`src/rtl/icache_refill_unit_if.sv`:
```
// rtl/icache_refill_unit_if.sv - cache-side and memory-side handshake bundle for the icache refill unit
interface icache_refill_unit_if #(
  parameter int ADDRWIDTH = 32,
  parameter int DATAWIDTH = 32
);
  logic                 miss;
  logic [ADDRWIDTH-1:0] fetchaddr;
  logic [DATAWIDTH-1:0] ifetch;
  logic                 iready;
  logic                 mem_req;
  logic [ADDRWIDTH-1:0] mem_addr;
  logic                 mem_gnt;
  logic                 mem_rvalid;
  logic [DATAWIDTH-1:0] mem_rdata;

  modport master (
    input  miss, fetchaddr, mem_gnt, mem_rvalid, mem_rdata,
    output ifetch, iready, mem_req, mem_addr
  );

  modport slave (
    output miss, fetchaddr, mem_gnt, mem_rvalid, mem_rdata,
    input  ifetch, iready, mem_req, mem_addr
  );
endinterface

```
`src/rtl/icache_refill_unit.sv`:
```
// rtl/icache_refill_unit.sv - single-word icache miss refill with timeout, sticky error and refill counter
module icache_refill_unit #(
  parameter int                   ADDRWIDTH  = 32,
  parameter int                   DATAWIDTH  = 32,
  parameter int                   BLOCKSIZE  = 4,
  parameter int                   TIMEOUT    = 255,
  parameter logic [DATAWIDTH-1:0] NOPINSTR   = 32'h00000013,
  parameter int                   COUNTWIDTH = 16
) (
  input  logic                  clk,
  input  logic                  reset,
  icache_refill_unit_if.master  bus,
  output logic                  busy,
  output logic                  refill_error,
  output logic [COUNTWIDTH-1:0] refill_count
);
  localparam int TW = $clog2(TIMEOUT + 1);
  localparam logic [ADDRWIDTH-1:0] ALIGN_MASK = ~ADDRWIDTH'(BLOCKSIZE - 1);

  typedef enum logic [2:0] {IDLE, REQ, WAIT, RESP, HOLD} state_t;

  state_t               state, state_nxt;
  logic [ADDRWIDTH-1:0] addr_q;
  logic [DATAWIDTH-1:0] ifetch_q;
  logic [TW-1:0]        tmo_cnt;
  logic                 accept;
  logic                 expire;

  always_ff @(posedge clk) begin
    if (!reset) state <= IDLE;
    else        state <= state_nxt;
  end

  // Data arriving on the last allowed cycle wins over the timeout abort.
  always_comb begin
    accept    = 1'b0;
    expire    = 1'b0;
    state_nxt = state;
    if (state == REQ)  accept = bus.mem_gnt && bus.mem_rvalid;
    if (state == WAIT) accept = bus.mem_rvalid;
    if ((state == REQ || state == WAIT) && tmo_cnt == TW'(TIMEOUT - 1) && !accept)
      expire = 1'b1;
    case (state)
      IDLE: if (bus.miss) state_nxt = REQ;
      REQ: begin
        if (accept || expire) state_nxt = RESP;
        else if (bus.mem_gnt) state_nxt = WAIT;
      end
      WAIT: if (accept || expire) state_nxt = RESP;
      RESP: state_nxt = HOLD;
      HOLD: state_nxt = IDLE;
      default: state_nxt = IDLE;
    endcase
  end

  always_ff @(posedge clk) begin
    if (!reset) begin
      addr_q       <= '0;
      ifetch_q     <= '0;
      tmo_cnt      <= '0;
      refill_error <= 1'b0;
      refill_count <= '0;
    end else begin
      if (state == IDLE && bus.miss) begin
        addr_q       <= bus.fetchaddr & ALIGN_MASK;
        tmo_cnt      <= '0;
        refill_error <= 1'b0;
      end
      if (state == REQ || state == WAIT) tmo_cnt <= tmo_cnt + TW'(1);
      if (accept) begin
        ifetch_q <= bus.mem_rdata;
        if (refill_count != '1) refill_count <= refill_count + COUNTWIDTH'(1);
      end
      if (expire) begin
        ifetch_q     <= NOPINSTR;
        refill_error <= 1'b1;
      end
    end
  end

  assign bus.mem_req  = (state == REQ);
  assign bus.mem_addr = addr_q;
  assign bus.ifetch   = ifetch_q;
  assign bus.iready   = (state == RESP);
  assign busy         = (state != IDLE);
endmodule
```
`src/flat_wrapper.sv`:
```
// flat-port wrapper written by rule: the top's interface ports become plain ports
module icache_refill_unit_flat 
#(
  parameter int                   ADDRWIDTH  = 32,
  parameter int                   DATAWIDTH  = 32,
  parameter int                   BLOCKSIZE  = 4,
  parameter int                   TIMEOUT    = 255,
  parameter logic [DATAWIDTH-1:0] NOPINSTR   = 32'h00000013,
  parameter int                   COUNTWIDTH = 16
)
  (clk, reset, busy, refill_error, refill_count, bus_miss, bus_fetchaddr, bus_mem_gnt, bus_mem_rvalid, bus_mem_rdata, bus_ifetch, bus_iready, bus_mem_req, bus_mem_addr);
  icache_refill_unit_if #(.ADDRWIDTH(ADDRWIDTH), .DATAWIDTH(DATAWIDTH)) bus_i ();
  input  logic clk;
  input  logic reset;
  output logic busy;
  output logic refill_error;
  output logic [COUNTWIDTH-1:0] refill_count;
  input wire logic [$bits(bus_i.miss)-1:0] bus_miss;
  input wire logic [$bits(bus_i.fetchaddr)-1:0] bus_fetchaddr;
  input wire logic [$bits(bus_i.mem_gnt)-1:0] bus_mem_gnt;
  input wire logic [$bits(bus_i.mem_rvalid)-1:0] bus_mem_rvalid;
  input wire logic [$bits(bus_i.mem_rdata)-1:0] bus_mem_rdata;
  output wire logic [$bits(bus_i.ifetch)-1:0] bus_ifetch;
  output wire logic [$bits(bus_i.iready)-1:0] bus_iready;
  output wire logic [$bits(bus_i.mem_req)-1:0] bus_mem_req;
  output wire logic [$bits(bus_i.mem_addr)-1:0] bus_mem_addr;
  assign bus_i.miss = bus_miss;
  assign bus_i.fetchaddr = bus_fetchaddr;
  assign bus_i.mem_gnt = bus_mem_gnt;
  assign bus_i.mem_rvalid = bus_mem_rvalid;
  assign bus_i.mem_rdata = bus_mem_rdata;
  assign bus_ifetch = bus_i.ifetch;
  assign bus_iready = bus_i.iready;
  assign bus_mem_req = bus_i.mem_req;
  assign bus_mem_addr = bus_i.mem_addr;
  icache_refill_unit #(.ADDRWIDTH(ADDRWIDTH), .DATAWIDTH(DATAWIDTH), .BLOCKSIZE(BLOCKSIZE), .TIMEOUT(TIMEOUT), .NOPINSTR(NOPINSTR), .COUNTWIDTH(COUNTWIDTH)) u_core (.clk(clk), .reset(reset), .bus(bus_i), .busy(busy), .refill_error(refill_error), .refill_count(refill_count));
endmodule
```
`config.mk`:
```
export PLATFORM = sky130hd
export DESIGN_NAME = icache_refill_unit_flat
export DESIGN_NICKNAME = d
export VERILOG_FILES = /design/src/rtl/icache_refill_unit_if.sv /design/src/rtl/icache_refill_unit.sv /design/src/flat_wrapper.sv
export SDC_FILE = /design/constraint.sdc
export NUM_CORES = 1
export LEC_CHECK = 0
export ABC_AREA = 1
export CAP_MARGIN = 10
export CORE_ASPECT_RATIO = 1.5
export CORE_MARGIN = 1
export CORE_UTILIZATION = 43
export CTS_BUF_LIST = sky130_fd_sc_hd__clkbuf_16
export CTS_CLUSTER_DIAMETER = 120
export CTS_CLUSTER_SIZE = 10
export DETAILED_ROUTE_END_ITERATION = 7
export GPL_ROUTABILITY_DRIVEN = 0
export PLACE_DENSITY = 0.78
export SLEW_MARGIN = 15
export SYNTH_ARGS = -nofsm -noshare
export SYNTH_HDL_FRONTEND = slang
export SYNTH_SLANG_ARGS = --single-unit
```
`constraint.sdc`:
```
create_clock -name clk -period 1.9 [get_ports clk]
set_input_delay 0.285 -clock clk [delete_from_list [all_inputs] [get_ports clk]]
set_output_delay 0.285 -clock clk [all_outputs]
set_load 0.01 [all_outputs]
```
# == After elaboration in Yosys (flattened, before gate mapping) ==
# Cells that the tools add are included.
# totals
register_bits,90
out_inout_bits,84
# classes
addsub,2
eq_ne,8
n_mux,14
n_bitwise,1
n_reduce_logical,15
# ops
op,n
"16-bit by 1-bit adder with 16-bit output, second input constant",1
8-bit two-way mux,2
"16-bit inequality test, second input constant",1
3-bit two-way mux,4
3-bit one-hot mux with 4 select lines,1
5-bit two-way mux,2
"8-bit by 1-bit adder with 8-bit output, second input constant",1
"8-bit == test, second input constant",1
"3-bit by 2-bit == test with 1-bit output, second input constant",2
2-bit nonzero test,3
1-bit two-way mux,5
1-bit logical AND,4
"2-bit inequality test, second input constant",2
"3-bit by 1-bit == test with 1-bit output, second input constant",1
3-bit zero test,1
"3-bit by 2-bit inequality test with 1-bit output, second input constant",1
3-bit AND reduction,1
3-bit nonzero test,1
1-bit logical OR,2
2-bit AND reduction,1
2-bit OR reduction,1
1-bit zero test,1
1-bit NOT,1

# == Longest topological paths before layout ==
# logic_depth
word_depth,9
mapped_depth,10
depth_no_buf,10

# == Worst setup path after synthesis ==
# OpenSTA, ideal clock, no wires.
# synth_timing
path_kind,register -> register
start,reg u_core.refill_count[0]
end,reg u_core.refill_count[0]
setup_time_ps,116
t_arrival_ps,1584
setup_slack_ps,200
path_stages_with_launch,10
path_cell_list,dfxtp_1 ha_1 inv_2 nor2_2 nand2_2 nor2_2 nor2_8 buf_6 nor2_1 nor2_1
# synth_between
elab_chain_len,2
elab_cells_between_ends,3
# synth_rtl
item,line_no,source
start: declaration,icache_refill_unit.sv:15,output logic [COUNTWIDTH-1:0] refill_count
start signal: assignment,icache_refill_unit.sv:72,if (refill_count != '1) refill_count <= refill_count + COUNTWIDTH'(1);
branches (longest 2 deep; another with 16-bit by 1-bit adder with 16-bit output),-,
# Several ways; the timed one is not identified.
# A chain may end at the register's enable or synchronous reset.

# == Worst setup path after layout ==
# layout_timing
start,reg u_core.state[0]
end,out bus_iready
# layout_between
elab_chain_len,1
# layout_rtl
item,line_no,source
start: declaration,icache_refill_unit.sv:22,"state_t state, state_nxt;"
start signal: assignment,icache_refill_unit.sv:31,else state <= state_nxt;
3-bit by 2-bit == test with 1-bit output,icache_refill_unit.sv:84,assign bus.iready = (state == RESP);
end: declaration,flat_wrapper.sv:24,output wire logic [$bits(bus_i.iready)-1:0] bus_iready;
# No other way between the ends.

==> results list <==
- The run finished with clean final reports.
* Synth unique cells: 31
- After clock tree synthesis, the setup repair step added 0 buffers.
- Setup repair after global routing missed its margin: false
* Post-synthesis instance area: about 3900 um^2
* Number of CTS-inserted buffers: 9
- The min-delay analysis places its worst path in the category reg2reg.
- Clock-pin slew was measured on the worst setup and hold paths at 0.06 ns.
* Cell count after synthesis: 541
* Worst endpoint required time: roughly 1.6 ns
- The finished layout holds 807 standard cells, fillers aside.
- Root cell of the clock tree: sky130_fd_sc_hd__clkbuf_16
* Final layout net count: ~760
- For this run, asynchronously set or reset flops after synthesis account for 0%.
- Leakage: around 2.2 nW
- The floorplan has 42 rows.
- Detailed placement finished with a half-perimeter wire length of about 7500 um.
* Crit Path Category: reg2out
* Crit-path max cell delay: between 0.5 and 0.6 ns
- The routed design could run at a clock period as short as around 1.8 ns.
- In this run, placement finished with an instance count of about 790.
- The worst-case IR drop observed on VDD is about 0.00074 V.
* Layout cells sized above 1: about 6.2%
* Maximum buffer depth of the clock tree: 2
* Slowest cell on crit path: sky130_fd_sc_hd__clkdlybuf4s50_1
- Across all layers, the routed design uses 3935 vias.
- The die is 79.35 um wide.
- Entering global routing, the biggest net connects 65 pins.
* Overall die height: roughly 120 um
- Vias in the first global route: just under 4000
- Mux share of post-synthesis cell area: 0%
- Summed over all layers, the routed wires come to ~10000 um.
* CP startpoint kind: register
- Setup violations remaining at the end of the flow were counted as 0.
- The first global-routing pass estimated between 15000 and 20000 um of wire.
- Setup Total Neg Slack: 0 ns
- Final period utilization: between 90% and 100%
- Tracing the worst setup path back leads to its startpoint at u_core.state[0].
- The detailed router finished its first iteration with about 180 violations.
- In this run the critical register-to-register path is launched from u_core.refill_count[1].
* Post-cts gate resize count: 0
- Avg Vias per Cell: roughly 4.9
- Power density relative to cell area: ~1100 nW/um^2
* Count of warnings emitted by yosys: 0
- Sequential-to-total area share from yosys stat: 46.69%
- Largest fanout on the critical path: 4
* Combinational family with the most area after synthesis: simple AND/OR/NAND/NOR gates
* Diode count: 0
* Placeable Area: 8776 um^2
- Overflow left after global routing: 0
- Counting flops and latches in the post-synthesis netlist gives 90.
- The worst setup path is captured at a primary output.
- In this run, post-CTS hold repair placed 0 buffers.
- Clock Sinks: 90
* Total Die Area: ~9400 um^2
- Routed len/inst: about 13 um
- The startpoint identified for the worst hold timing path is u_core.bus.mem_addr[26].
* Ports placed on the boundary: approximately 150
- Number of endpoints with negative hold slack in the final report: 0
- Synth-to-Final Area Change: 50.78%
* Slew Limit Fails: 0
- For this run, the top clock speed supported by timing is roughly 550 MHz.
* TritonRoute pass-1 iters: 5
- Max Cap Viol: 0
- H-tree lvl count: 3
* Complex-gate fraction of the synthesized area: 17.28%
- Worst endpoint data arrival time: 1.53 ns
* Count of buffers inserted at the top-level ports: roughly 150
- Final-layout fill cell count: 746
- Chain of cells forming the critical path: nand2_1, nor2_1, clkdlybuf4s50_1
- Once the floorplan was initialized, standard cells occupied between 40% and 50% of the core.
* Post-synthesis share of cell area spent on xor and xnor gates: 1.362%
- The initial antenna violation count came to 0.
* Simple-gate share of the synthesized area: about a quarter
- The clock reaches the later pin of the worst-skew pair after ~0.34 ns.
- For this run, design rule violations remaining after detail routing come to 0.
- EDFF count, synth: 0
- Clk_skew: 0.01043 ns
* Adder-cell area share of the yosys netlist: less than 1%
* Synthesized area divided by synthesized cell count: 7.133 um^2
* Overall fraction of global-route tracks in use: between 20% and 30%
- Number of nets with antenna violations after detailed routing: 0
* CTS tree: done
* Most used flip-flop cell after synthesis: sky130_fd_sc_hd__dfxtp_1
metrics by stage:
stage	area (um^2)	util, %	power, mW	hold WS, ns	worst slack, ns
after global routing	5818	66.30	6.893	0.4614	0.01625
final	5818	66.30	6.488	0.4425	0.08784
after global placement	5529	63.00	4.754	0.4293	0.1010
after detailed placement	5529	63.00	4.821	0.4334	0.07500
after CTS	5816	66.27	6.560	0.4474	0.04249
after floorplan	3862	-	3.633	0.4314	0.2002
state kept, by name, summed over array words and instances (netlist names):
signal and flops:
u_core.state 3, u_core.tmo_cnt 8, u_core.refill_error 1, u_core.bus.mem_addr 30, u_core.bus.ifetch 32, u_core.refill_count 16
cell usage after synthesis, types with 4 or more instances:
cell type	n	area [um^2]
sky130_fd_sc_hd__nand2_1	158	593.1
sky130_fd_sc_hd__dfxtp_1	90	1802
sky130_fd_sc_hd__a21oi_1	83	415.4
sky130_fd_sc_hd__inv_1	55	206.5
sky130_fd_sc_hd__o21ai_0	42	210.2
sky130_fd_sc_hd__nor2_1	39	146.4
sky130_fd_sc_hd__clkbuf_1	13	48.80
sky130_fd_sc_hd__nand3_1	12	60.06
sky130_fd_sc_hd__buf_2	6	30.03
sky130_fd_sc_hd__nand4_1	5	31.28
sky130_fd_sc_hd__nor3_1	4	20.02
sky130_fd_sc_hd__xnor2_1	4	35.03
critical path: cells and delay by family (launching register included):
family	cells	cell delay (ns)
buffers and inverters	1	0.55
flip-flops	1	0.41
AND/OR/NAND/NOR	2	0.23
cell usage in the layout, fill, tap and decap left out, types with 2 or more instances in the layout:
cell	synthesis	layout
sky130_fd_sc_hd__nand2_1	158	158
sky130_fd_sc_hd__clkdlybuf4s50_1	0	147
sky130_fd_sc_hd__dfxtp_1	90	90
sky130_fd_sc_hd__a21oi_1	83	83
sky130_fd_sc_hd__inv_1	55	56
sky130_fd_sc_hd__o21ai_0	42	42
sky130_fd_sc_hd__nor2_1	39	39
sky130_fd_sc_hd__buf_4	3	13
sky130_fd_sc_hd__nand3_1	12	11
sky130_fd_sc_hd__clkbuf_16	0	9
sky130_fd_sc_hd__nand4_1	5	5
sky130_fd_sc_hd__nor3_1	4	4
sky130_fd_sc_hd__xnor2_1	4	4
sky130_fd_sc_hd__buf_12	0	4
sky130_fd_sc_hd__nor2_2	3	3
sky130_fd_sc_hd__ha_1	3	3
sky130_fd_sc_hd__clkinv_1	0	3
sky130_fd_sc_hd__nand2_2	2	2
sky130_fd_sc_hd__nand3b_1	2	2
sky130_fd_sc_hd__xor2_1	2	2
sky130_fd_sc_hd__conb_1	1	2
logic make-up after synthesis:
| group | count (synthesis) |
|---|---|
| DFF | 90 |
| buffers and inverters | 83 |
| xor gates and xnor gates | 6 |
| adders and majority gates | 3 |
| other | 1 |
| AOI/OAI and AO/OA | 129 |
| and+or+nand+nor | 229 |
worst paths after layout:
kind                              to  slack (ns)  cells past startpoint
max                       bus_iready        0.09                      3
min          u_core.bus.mem_addr[26]        0.44                      2
max reg2reg  u_core.refill_count[15]        0.25                      7
min reg2reg  u_core.bus.mem_addr[26]        0.44                      2
layout make-up:
| cell class | count | area, um^2 | area share (%) |
|---|---|---|---|
| well taps | 110 | 137.6 | 2.366 |
| multi-input cells | 369 | 1714 | 29.46 |
| clock buffers | 9 | 225.2 | 3.871 |
| clock inverters | 7 | 61.31 | 1.054 |
| flip-flops and latches | 90 | 1802 | 30.97 |
| inverters | 57 | 216.5 | 3.720 |
| repair buffers | 165 | 1662 | 28.56 |
metal layers:
| layer | global-route usage [%] | wire length (um) | vias up |
|---|---|---|---|
| met5 | 0 | 0 | - |
| li1 | - | - | 2016 |
| met2 | 39.87 | 5203 | 136 |
| met4 | 10.68 | 231 | 0 |
| met3 | 8.450 | 849 | 15 |
| met1 | 23.95 | 3885 | 1768 |
where the power goes:
group	switching, mW	internal (mW)
Combinational	1.19	1.14
Clock	0.707	1.00
Sequential	0.206	2.24
Total	2.10	4.38
Power figures use the tool's default switching activity.
